$ cat config.mk
export PLATFORM = sky130hd
export DESIGN_NAME = irq_claim3
export DESIGN_NICKNAME = d
export VERILOG_FILES = /design/src/rtl/irq_pkg.sv /design/src/rtl/irq_edge_cap.sv /design/src/rtl/irq_claim3.sv
export SDC_FILE = /design/constraint.sdc
export NUM_CORES = 1
export LEC_CHECK = 0
export BUFFER_PORTS_ARGS = -buffer_cell sky130_fd_sc_hd__clkbuf_2
export CAP_MARGIN = 20
export CORE_AREA = 4 4 41 43
export CTS_BUF_LIST = sky130_fd_sc_hd__clkbuf_8
export DETAILED_ROUTE_END_ITERATION = 6
export DIE_AREA = 0 0 45 47
export MAX_ROUTING_LAYER = met4
export PLACE_DENSITY = 0.62
export SETUP_SLACK_MARGIN = 0.4
export SYNTH_ARGS = -nofsm -noshare
export SYNTH_HDL_FRONTEND = slang
export SYNTH_SLANG_ARGS = --single-unit
$ cat constraint.sdc
create_clock -name clk -period 1.3 [get_ports clk]
set_input_delay 0.13 -clock clk [delete_from_list [all_inputs] [get_ports clk]]
set_output_delay 0.13 -clock clk [all_outputs]
set_load 0.02 [all_outputs]
$ cat src/rtl/irq_pkg.sv
// Shared types and constants for the three-source interrupt claim block.
// Holds the claim FSM enum, source ids and the priority pick helper.
package irq_pkg;

    localparam int IRQ_NSRC = 3;

    localparam logic [1:0] IRQ_ID_A    = 2'd0;
    localparam logic [1:0] IRQ_ID_B    = 2'd1;
    localparam logic [1:0] IRQ_ID_C    = 2'd2;
    localparam logic [1:0] IRQ_ID_NONE = 2'd3;

    typedef enum logic {
        IDLE,
        ANSWER
    } claim_state_t;

    // Lowest bit index wins: a > b > c.
    function automatic logic [1:0] irq_pick(
        input logic [IRQ_NSRC-1:0] req
    );
        if (req[0])      return IRQ_ID_A;
        else if (req[1]) return IRQ_ID_B;
        else if (req[2]) return IRQ_ID_C;
        else             return IRQ_ID_NONE;
    endfunction

endpackage

$ cat src/rtl/irq_edge_cap.sv
// Per-source request capture: sticky rising-edge or plain level follow.
// Ports: clk, rstn (sync, active-low), src, clr, edge_mode -> pending.
module irq_edge_cap (
    input  logic clk,
    input  logic rstn,
    input  logic src,
    input  logic clr,
    input  logic edge_mode,
    output logic pending
);

    logic prev;

    // prev resets high so a line already asserted at release is no edge.
    // A fresh edge beats a same-cycle clear.
    always_ff @(posedge clk) begin
        if (!rstn) begin
            prev    <= 1'b1;
            pending <= 1'b0;
        end else begin
            prev <= src;
            if (edge_mode)
                pending <= (src & ~prev) | (pending & ~clr);
            else
                pending <= src;
        end
    end

endmodule

$ cat src/rtl/irq_claim3.sv
// Three-source interrupt collector with registered irq and claim responder.
// Ports: src_a/b/c, mask_wdata/mask_we, irq, claim_req, id_valid/id/id_ready.
module irq_claim3
    import irq_pkg::*;
#(
    parameter bit EDGE_MODE = 1'b1
) (
    input  logic       clk,
    input  logic       rstn,
    input  logic       src_a,
    input  logic       src_b,
    input  logic       src_c,
    input  logic [2:0] mask_wdata,
    input  logic       mask_we,
    output logic       irq,
    input  logic       claim_req,
    output logic       id_valid,
    output logic [1:0] id,
    input  logic       id_ready
);

    logic [IRQ_NSRC-1:0] src_vec;
    logic [IRQ_NSRC-1:0] pending;
    logic [IRQ_NSRC-1:0] mask;
    logic [IRQ_NSRC-1:0] live;
    logic [IRQ_NSRC-1:0] clr;
    logic                hs;

    claim_state_t state;
    claim_state_t state_nxt;

    assign src_vec = {src_c, src_b, src_a};
    assign live    = pending & ~mask;

    for (genvar gi = 0; gi < IRQ_NSRC; gi++) begin : g_cap
        irq_edge_cap u_cap (
            .clk       (clk),
            .rstn      (rstn),
            .src       (src_vec[gi]),
            .clr       (clr[gi]),
            .edge_mode (EDGE_MODE),
            .pending   (pending[gi])
        );
    end

    always_ff @(posedge clk) begin
        if (!rstn)
            mask <= '1;
        else if (mask_we)
            mask <= mask_wdata;
    end

    always_ff @(posedge clk) begin
        if (!rstn)
            irq <= 1'b0;
        else
            irq <= |live;
    end

    always_ff @(posedge clk) begin
        if (!rstn)
            state <= IDLE;
        else
            state <= state_nxt;
    end

    always_comb begin
        state_nxt = state;
        case (state)
            IDLE:    if (claim_req) state_nxt = ANSWER;
            ANSWER:  if (id_ready)  state_nxt = IDLE;
            default: state_nxt = IDLE;
        endcase
    end

    // id is snapshotted at claim time, so later mask writes or new
    // edges cannot change the answer being presented.
    always_ff @(posedge clk) begin
        if (!rstn)
            id <= IRQ_ID_A;
        else if (state == IDLE && claim_req)
            id <= irq_pick(live);
    end

    always_comb begin
        id_valid = (state == ANSWER);
        hs       = id_valid & id_ready;
        clr      = '0;
        for (int i = 0; i < IRQ_NSRC; i++)
            clr[i] = hs && (id == 2'(i));
    end

endmodule

==> results.py, run 1 <==
metrics = {
    "outcome": {
        "status": "finished, final reports clean",
    },
    "synthesis": {
        "async_flop_share_pct": 0,
        "yosys_warnings": 0,
        "synthesis.nets": 61,
        "synth.area.top_cells": "dfxtp_1, nand2b_1, mux2i_1, a21boi_1, nand2_1",
        "ys.flop_type": "dfxtp_1",
        "synth_top_area_share_pct": 50.7,
        "syn_inst": 50,
        "syn_area_um2": 513,
        "yosysUniqueCellTypes": 17,
        "synth_edf_count": 0,
        "yosysTopAreaCell": "dfxtp_1",
        "synth-seq-cells": 13,
        "avgSynthCellArea_um2": 10.3,
        "synth-seq-area-share_pct": 50.7,
        "synth.most_common_cell": "dfxtp_1",
        "synth_common_cells": "dfxtp_1, nand2b_1, nand2_1",
    },
    "final_layout": {
        "drive_gt1_share_pct": 38.8,
        "diodes": 0,
        "nNetsFinal": 79,
        "final_cell_area_um2": 683,
        "area_growth_pct": 33.2,
    },
    "timing": {
        "hold_viol_final": 0,
        "period_share_pct": 67.9,
        "slew_violations": 0,
        "setup_viol": 0,
        "maxSlewHeadroom_pct": 83.8,
        "finClkSkew_ns": 0.00298,
        "period_minus_slack_ns": 0.883,
        "fin_tns_setup_ns": 0,
        "hold_ws_ns": 0.0790,
        "rsz0062_at_grt": "true",
        "worstMarginPinSlew_ns": 0.243,
        "max_freq_mhz": 1130,
    },
    "drt": {
        "wl_per_cell_um": 11.3,
        "drtIter0Drc": 3,
        "drc_errors": 0,
        "drt_wl_total_um": 928,
        "vias": 383,
        "ant_nets": 0,
        "drtPass1Iterations": 4,
        "routed_via_density": 4.67,
    },
    "power_and_ir_drop": {
        "power_frac_seq_pct": 49.5,
        "p_clk_share_pct": 39.1,
        "power_density_mw_per_mm2": 1310,
        "internal_power_uw": 691,
        "power.static_leakage_uw": 0.000304,
        "switching_power_uw": 203,
        "switching_share_pct": 22.7,
        "p_comb_share_pct": 11.4,
        "finalPower_uw": 894,
        "ir_worst_vdd_uv": 698,
    },
    "floorplanning": {
        "num_rows": 13,
        "dieWidth_um": 45,
        "start_util_pct": 39.4,
        "coreArea_mm2": 0.00130,
        "dieArea_mm2": 0.00212,
        "die_h_um": 47,
        "ios": 15,
    },
    "critical_path": {
        "worstReg2RegStart": "mask[2]",
        "path_delay_family": "flip-flops",
        "critPathSlowestCell": "dfxtp_4",
        "required_ns": 1.17,
        "rr_endpoint": "id[0]",
        "cp.depth": 1,
        "crit_end": "id_valid",
        "critPathLaunchType": "flop",
        "endpoint_kind": "primary output",
        "path_class": "reg2out",
        "cp_cell_sequence": "clkbuf_8",
        "ff2ff_path_depth": 3,
        "worst-r2r-setup-slack_ns": 0.44,
        "critPathBufInv": 1,
        "startpoint": "id_valid",
        "cp_max_fo": 5,
        "slowest_delay_ns": 0.37,
        "arrival_ns": 0.75,
    },
    "placed_design": {
        "dpl_cell_area_um2": 596,
        "port-buffer-count": 14,
        "gp_congestion": 0.665,
        "dpl.hpwl_um": 703,
    },
    "global_routing": {
        "grt_pass1_wl_um": 1610,
        "grt_max_degree": 14,
        "grt_pass1_vias": 385,
        "grt_overflow": 0,
        "track_usage_pct": 11.8,
        "antenna_found_initial": 0,
    },
    "clocking": {
        "clockBufferDepth": 2,
        "clock_latency_ns": 0.24,
        "cts_tree": "yes",
        "cts-root-buf": "clkbuf_8",
        "clk_pin_slew_worst_paths_ns": 0.05,
        "cts-htree-levels": 1,
        "clock_sinks": 13,
        "cts_made_buffers": 3,
        "post_cts_buffers": 0,
    },
    "job": {
        "drv_cap": 0,
    },
    "min_path": {
        "hold_path.class": "in2reg",
    },
}
==> worst reg2reg max path: cells and delay by family, from the launching register on <==
kind / cells / cell delay [ns]
AO/OA/AOI/OAI: 2 / 0.30
flip-flops: 1 / 0.31
AND/OR/NAND/NOR: 1 / 0.13
==> stage by stage <==
| step | setup WS (ns) | cells | util [%] |
|---|---|---|---|
| after floorplan | 0.430 | 50 | - |
| after CTS | 0.392 | 82 | 51.4 |
| after global placement | 0.452 | 78 | 45.8 |
| after global routing | 0.375 | 82 | 52.5 |
| final | 0.417 | 82 | 52.5 |
| after detailed placement | 0.465 | 78 | 45.8 |
==> cells by family (layout without fill, tap and decap cells) <==
family	after synthesis	after routing	synth area share (%)
compound gates	9	9	12.2
buf+inv	1	18	1.46
flops	13	13	50.7
mux	3	3	5.85
simple gates	24	24	29.8
==> flip-flops by register name, summed over array words and instances (netlist names) <==
name,flops
id_valid,1
g_cap.u_cap.pending,3
irq,1
mask,3
g_cap.u_cap.prev,3
id,2
==> cell usage in the layout, fill, tap and decap left out <==
| master | netlist | routed |
|---|---|---|
| dfxtp_1 | 13 | 10 |
| o211ai_1 | 1 | 1 |
| buf_4 | 1 | 1 |
| clkbuf_8 | 0 | 4 |
| or2b_1 | 1 | 1 |
| nand3b_1 | 2 | 2 |
| and2_1 | 1 | 1 |
| nand2b_1 | 9 | 8 |
| nor2_1 | 1 | 1 |
| mux2i_1 | 3 | 3 |
| nor2b_1 | 2 | 1 |
| nor2b_4 | 1 | 1 |
| o21ai_0 | 3 | 3 |
| clkbuf_2 | 0 | 11 |
| buf_8 | 0 | 1 |
| clkinv_2 | 0 | 1 |
| dfxtp_4 | 0 | 3 |
| a21boi_1 | 4 | 4 |
| nor4_2 | 1 | 1 |
| nor2b_2 | 0 | 1 |
| nand2_1 | 5 | 5 |
| nand2_2 | 1 | 1 |
| o211a_1 | 1 | 1 |
| nand2b_4 | 0 | 1 |
==> worst min-delay path by stage <==
stage | start | endpoint | slack [ns] | cells past startpoint
6_report | src_a | g_cap[0].u_cap.prev | 0.08 | 2
4_1_cts | src_a | g_cap[0].u_cap.prev | 0.08 | 2
3_3_place_gp | src_a | g_cap[0].u_cap.prev | 0.33 | 2
5_1_grt | src_a | g_cap[0].u_cap.prev | 0.1 | 2
2_1_floorplan | rstn | g_cap[0].u_cap.prev | 0.20 | 1
3_5_place_dp | src_a | g_cap[0].u_cap.prev | 0.33 | 2
==> what timing repair did <==
item / CTS / global route
pin swaps: 0 / 2
hold buffers: 0 / 0
endpoints found under the setup margin: 3 / 4
gates resized for setup: 9 / 5
==> power groups by stage <==
stage	clock [µW]	sequential (µW)	combinational, µW
CTS	363	442	99.2
global route	385	445	114
floorplan	0	456	47.7
global placement	0	448	90.6
detailed placement	0	450	90.6
finish	350	443	102
==> per-layer routing <==
metal,share of wire (%),GRT usage [%],vias to the layer above
li1,-,-,201
met1,46,11.8,170
met2,47,18.4,12
met3,7.3,5.75,0
met4,0,7.02,0
met5,0,-,-
==> area by class of cell <==
type                            instances  area [µm²]
Clock buffer                            3        41.3
Multi-Input combinational cell         36         255
Sequential cell                        13         272
Timing Repair Buffer                   14        91.3
Fill cell                             126         618
Clock inverter                          1        5.00
Tap cell                               15        18.8
(Power assumes the default switching activity.)
==> run 2, diff against run 1 <==
==> constraint.sdc (replaced) <==
create_clock -name clk -period 0.91 [get_ports clk]
set_input_delay 0.091 -clock clk [delete_from_list [all_inputs] [get_ports clk]]
set_output_delay 0.091 -clock clk [all_outputs]
set_load 0.02 [all_outputs]
==> results.py, run 2 (synthesis gave the netlist of run 1 again) <==
metrics = {
    "timing": {
        "max_freq_mhz": 1160,
        "hold_viol_final": 0,
        "period_minus_slack_ns": 0.864,
        "setup_viol": 0,
        "worstMarginPinSlew_ns": 0.234,
        "period_share_pct": 95.0,
        "fin_ws_ns": 0.0455,
        "rsz0062_at_grt": "true",
        "maxSlewHeadroom_pct": 84.4,
        "finClkSkew_ns": 0.00247,
        "fin_tns_setup_ns": 0,
        "slew_violations": 0,
    },
    "floorplanning": {
        "coreArea_mm2": 0.00130,
        "dieArea_mm2": 0.00212,
        "dieWidth_um": 45,
        "die_h_um": 47,
        "num_rows": 13,
        "ios": 15,
        "start_util_pct": 39.4,
    },
    "global_routing": {
        "grt_pass1_wl_um": 1590,
        "grt_max_degree": 14,
        "grt_pass1_vias": 351,
        "antenna_found_initial": 0,
        "grt_overflow": 0,
        "track_usage_pct": 11.0,
    },
    "clocking": {
        "cts-root-buf": "clkbuf_8",
        "clockBufferDepth": 2,
        "cts_tree": "yes",
        "cts_made_buffers": 3,
        "clock_latency_ns": 0.24,
        "clk_pin_slew_worst_paths_ns": 0.05,
        "clock_sinks": 13,
        "cts-htree-levels": 1,
    },
    "drt": {
        "routed_via_density": 4.78,
        "drc_errors": 0,
        "ant_nets": 0,
        "vias": 392,
        "drtPass1Iterations": 3,
        "drt_wl_total_um": 1030,
        "drtIter0Drc": 3,
        "wl_per_cell_um": 12.6,
    },
    "power_and_ir_drop": {
        "p_comb_share_pct": 12.5,
        "switching_power_uw": 307,
        "switching_share_pct": 23.5,
        "finalPower_uw": 1310,
        "internal_power_uw": 1000,
        "ir_worst_vdd_uv": 1040,
        "power_frac_seq_pct": 49.3,
        "power.static_leakage_uw": 0.000323,
        "p_clk_share_pct": 38.1,
        "power_density_mw_per_mm2": 1800,
    },
    "placed_design": {
        "gp_congestion": 0.715,
        "port-buffer-count": 14,
        "dpl.hpwl_um": 654,
        "dpl_worst_slack_ns": 0.0996,
    },
    "final_layout": {
        "n_fill_cell": 128,
        "area_growth_pct": 42.0,
        "drive_gt1_share_pct": 47.8,
        "final_cell_mix": "clkbuf_2, nand2b_1, dfxtp_1",
        "layout_commonest_cell": "clkbuf_2",
        "diodes": 0,
        "post-route-util_pct": 56.0,
        "top_regs": "g_cap.u_cap.pending x3, g_cap.u_cap.prev x3, mask x3",
        "nNetsFinal": 79,
    },
    "critical_path": {
        "endpoint_kind": "flop",
        "cp_max_fo": 5,
        "arrival_ns": 0.99,
        "path_class": "reg2reg",
        "critPathLaunchType": "flop",
        "required_ns": 1.03,
    },
    "job": {
        "drv_cap": 0,
    },
    "outcome": {
        "status": "finished, final reports clean",
    },
    "min_path": {
        "hold_path.class": "in2reg",
    },
}
run 2: cell types whose count changed in the layout (fill, tap and decap cells not counted), moves of 2 or more:
cell      previous run  this run
dfxtp_1             10         6
dfxtp_2              0         4
nand2b_1             8         6
nand2b_4             1         3
buf_8                1         3
o21ai_0              3         1
run 2: critical path: stages (launching register included):
cell and delay (ns):
dfxtp_4 0.37, nand2b_4 0.14, o21ai_1 0.16, a21boi_1 0.08
run 2: stage by stage:
step | hold slack, ns | std cells | area (µm²)
detailed placement | 0.290 | 78 | 619
finish | 0.0438 | 82 | 728
CTS | 0.0431 | 82 | 707
global placement | 0.287 | 78 | 619
floorplan | 0.164 | 50 | 538
global route | 0.0543 | 82 | 728
run 2: worst paths after layout:
check | from | end | slack, ns | depth (start not counted)
max reg2reg | id[1] | g_cap[1].u_cap.pending | 0.05 | 3
max | id[1] | g_cap[1].u_cap.pending | 0.05 | 3
min reg2reg | mask[2] | mask[2] | 0.45 | 2
min | src_a | g_cap[0].u_cap.prev | 0.04 | 2
run 2: layout make-up:
| class | instances | area [µm²] | area share [%] |
|---|---|---|---|
| clock buffers | 3 | 41.3 | 5.67 |
| clock inverters | 1 | 3.75 | 0.515 |
| multi-input cells | 36 | 279 | 38.3 |
| flip-flops and latches | 13 | 277 | 38.0 |
| well taps | 15 | 18.8 | 2.58 |
| repair buffers | 14 | 109 | 14.9 |
run 2: power groups by stage:
stage | clock, µW | combinational [µW] | sequential, µW
2_1_floorplan | 0 | 74.0 | 655
3_3_place_gp | 0 | 133 | 645
3_5_place_dp | 0 | 133 | 646
4_1_cts | 517 | 154 | 637
5_1_grt | 535 | 180 | 650
6_report | 499 | 164 | 646
run 2: what timing repair did:
action / CTS / global route
buffers inserted: 0 / 0
endpoints found under the setup margin: 14 / 14
pin swaps: 2 / 1
hold buffers: 0 / 0
resized for setup: 10 / 7
run 2: layer usage:
metal  vias to the layer above  track usage (%)  wire [µm]
met1                       181             12.9        448
met5                         -                -          0
li1                        201                -          -
met2                         8             16.9        519
met3                         2             3.45         53
met4                         0             5.26         10
==> run 3, diff against run 2 <==
--- a/config.mk
+++ b/config.mk
@@ -5,6 +5,7 @@
 export SDC_FILE = /design/constraint.sdc
 export NUM_CORES = 1
 export LEC_CHECK = 0
+export ABC_AREA = 1
 export BUFFER_PORTS_ARGS = -buffer_cell sky130_fd_sc_hd__clkbuf_2
 export CAP_MARGIN = 20
 export CORE_AREA = 4 4 41 43
@@ -12,7 +13,7 @@
 export DETAILED_ROUTE_END_ITERATION = 6
 export DIE_AREA = 0 0 45 47
 export MAX_ROUTING_LAYER = met4
-export PLACE_DENSITY = 0.62
+export PLACE_DENSITY = 0.61
 export SETUP_SLACK_MARGIN = 0.4
 export SYNTH_ARGS = -nofsm -noshare
 export SYNTH_HDL_FRONTEND = slang
==> results.py, run 3 <==
metrics = {
    "outcome": {
        "status": "finished, final reports clean",
    },
    "floorplanning": {
        "num_rows": 13,
        "die_h_um": 47,
        "coreArea_mm2": 0.00130,
        "dieArea_mm2": 0.00212,
        "start_util_pct": 38.0,
        "dieWidth_um": 45,
        "ios": 15,
    },
    "synthesis": {
        "syn_inst": 68,
        "synth_common_cells": "nand2_1, dfxtp_1, inv_1",
        "synth_top_area_share_pct": 52.7,
        "yosys_warnings": 0,
        "synth-seq-area-share_pct": 52.7,
        "async_flop_share_pct": 0,
        "synth.most_common_cell": "nand2_1",
        "synth-seq-cells": 13,
        "synthesis.nets": 79,
        "syn_area_um2": 494,
        "yosysTopAreaCell": "dfxtp_1",
        "yosysUniqueCellTypes": 11,
        "synth.area.top_cells": "dfxtp_1, nand2_1, a21oi_1, inv_1, o21ai_1",
        "synth_edf_count": 0,
        "avgSynthCellArea_um2": 7.27,
        "ys.flop_type": "dfxtp_1",
    },
    "power_and_ir_drop": {
        "power.static_leakage_uw": 0.000390,
        "power_density_mw_per_mm2": 1770,
        "ir_worst_vdd_uv": 1070,
    },
    "timing": {
        "finClkSkew_ns": 0.00195,
        "max_freq_mhz": 1220,
        "worstMarginPinSlew_ns": 0.222,
        "maxSlewHeadroom_pct": 85.1,
        "period_minus_slack_ns": 0.818,
        "slew_violations": 0,
        "rsz0062_at_grt": "true",
        "setup_viol": 0,
        "period_share_pct": 89.9,
        "hold_viol_final": 0,
        "fin_tns_setup_ns": 0,
    },
    "drt": {
        "vias": 434,
        "drt_wl_total_um": 989,
        "drc_errors": 0,
        "drtIter0Drc": 2,
        "drtPass1Iterations": 4,
        "routed_via_density": 4.25,
        "ant_nets": 0,
        "wl_per_cell_um": 9.70,
    },
    "critical_path": {
        "ff2ff_path_depth": 3,
        "path_class": "reg2out",
        "critPathSlowestCell": "dfxtp_4",
        "path_delay_family": "flip-flops",
        "arrival_ns": 0.73,
        "critPathBufInv": 1,
        "cp_cell_sequence": "buf_8",
        "rr_endpoint": "id[1]",
        "worst-r2r-setup-slack_ns": 0.12,
        "critPathLaunchType": "flop",
        "cp.depth": 1,
        "required_ns": 0.82,
        "slowest_delay_ns": 0.36,
        "cp_max_fo": 5,
        "endpoint_kind": "primary output",
        "worstReg2RegStart": "g_cap[0].u_cap.pending",
    },
    "placed_design": {
        "port-buffer-count": 14,
        "place_inst": 97,
        "gp_congestion": 0.678,
        "dpl.hpwl_um": 688,
    },
    "min_path": {
        "hold_path.class": "in2reg",
        "hold_start": "src_c",
        "hold_path_end": "g_cap[2].u_cap.prev",
        "holdPathStages": 2,
    },
    "job": {
        "drv_cap": 0,
    },
    "global_routing": {
        "grt_max_degree": 10,
        "track_usage_pct": 11.2,
        "antenna_found_initial": 0,
        "grt_overflow": 0,
        "grt_pass1_wl_um": 1610,
        "grt_pass1_vias": 416,
    },
    "final_layout": {
        "top_regs": "g_cap.u_cap.pending x3, g_cap.u_cap.prev x3, mask x3",
        "fin_cells": 102,
        "drive_gt1_share_pct": 51.7,
        "diodes": 0,
        "final_cell_mix": "nand2_1, clkbuf_2, inv_2, inv_1, a21oi_1",
        "layout_commonest_cell": "nand2_1",
        "area_growth_pct": 51.1,
        "nNetsFinal": 99,
    },
    "clocking": {
        "clk_pin_slew_worst_paths_ns": 0.05,
        "cts_hold_buf": 0,
        "clock_sinks": 13,
        "clockBufferDepth": 2,
        "clock_latency_ns": 0.24,
        "cts_made_buffers": 3,
        "cts-htree-levels": 1,
        "cts_tree": "yes",
        "cts-root-buf": "clkbuf_8",
    },
}
-- run 3: layer usage --
layer	vias up	part of all wire (%)	global-route usage (%)	wire length [µm]
li1	241	-	-	-
met1	182	48	13.3	471
met2	9	46	16.4	451
met3	2	5.7	4.60	56
met4	0	1.0	5.26	10
met5	-	0	-	0
-- run 3: kinds of logic after synthesis --
group / after synthesis / share of synthesized area (%)
compound gates: 14 / 14.2
buf+inv: 14 / 10.6
flops: 13 / 52.7
simple gates: 27 / 22.5
-- run 3: how the worst max path moves through the flow --
stage	startpoint	endpoint
after floorplan	id_valid	id[1]
after global placement	id_valid	id[1]
after detailed placement	id_valid	g_cap[2].u_cap.pending
after CTS	id[1]	id[1]
after global routing	id_valid	id[1]
final	id[1]	id[1]
-- run 3: cell type report --
class	count	area, µm²
Clock buffer	3	41.3
Clock inverter	1	3.75
Fill cell	124	554
Inverter	14	55.1
Multi-Input combinational cell	41	230
Sequential cell	13	277
Tap cell	15	18.8
Timing Repair Buffer	15	121
-- run 3: metrics by stage --
stage          total power [µW]  worst slack (ns)  hold slack, ns  utilization (%)  cell area [µm²]
6_report                   1320            0.0921          0.0507             57.4              747
5_1_grt                    1390            0.0499          0.0609             57.4              747
4_1_cts                    1290            0.0738          0.0479             52.8              687
3_5_place_dp                774             0.142           0.291             46.1              599
3_3_place_gp                772             0.145           0.289             46.1              599
2_1_floorplan               719             0.142           0.177                -              510
-- run 3: power breakdown --
| group | switching (µW) | internal, µW | total (µW) |
|---|---|---|---|
| sequential | 32.6 | 608 | 641 |
| clock | 197 | 297 | 494 |
| combinational | 94.3 | 91.1 | 185 |
| total | 324 | 996 | 1320 |
-- run 3: repair_timing --
item / in CTS / in global routing
endpoints found under the setup margin: 14 / 14
resized for setup: 13 / 21
pin swaps: 3 / 4
buffers inserted: 0 / 1
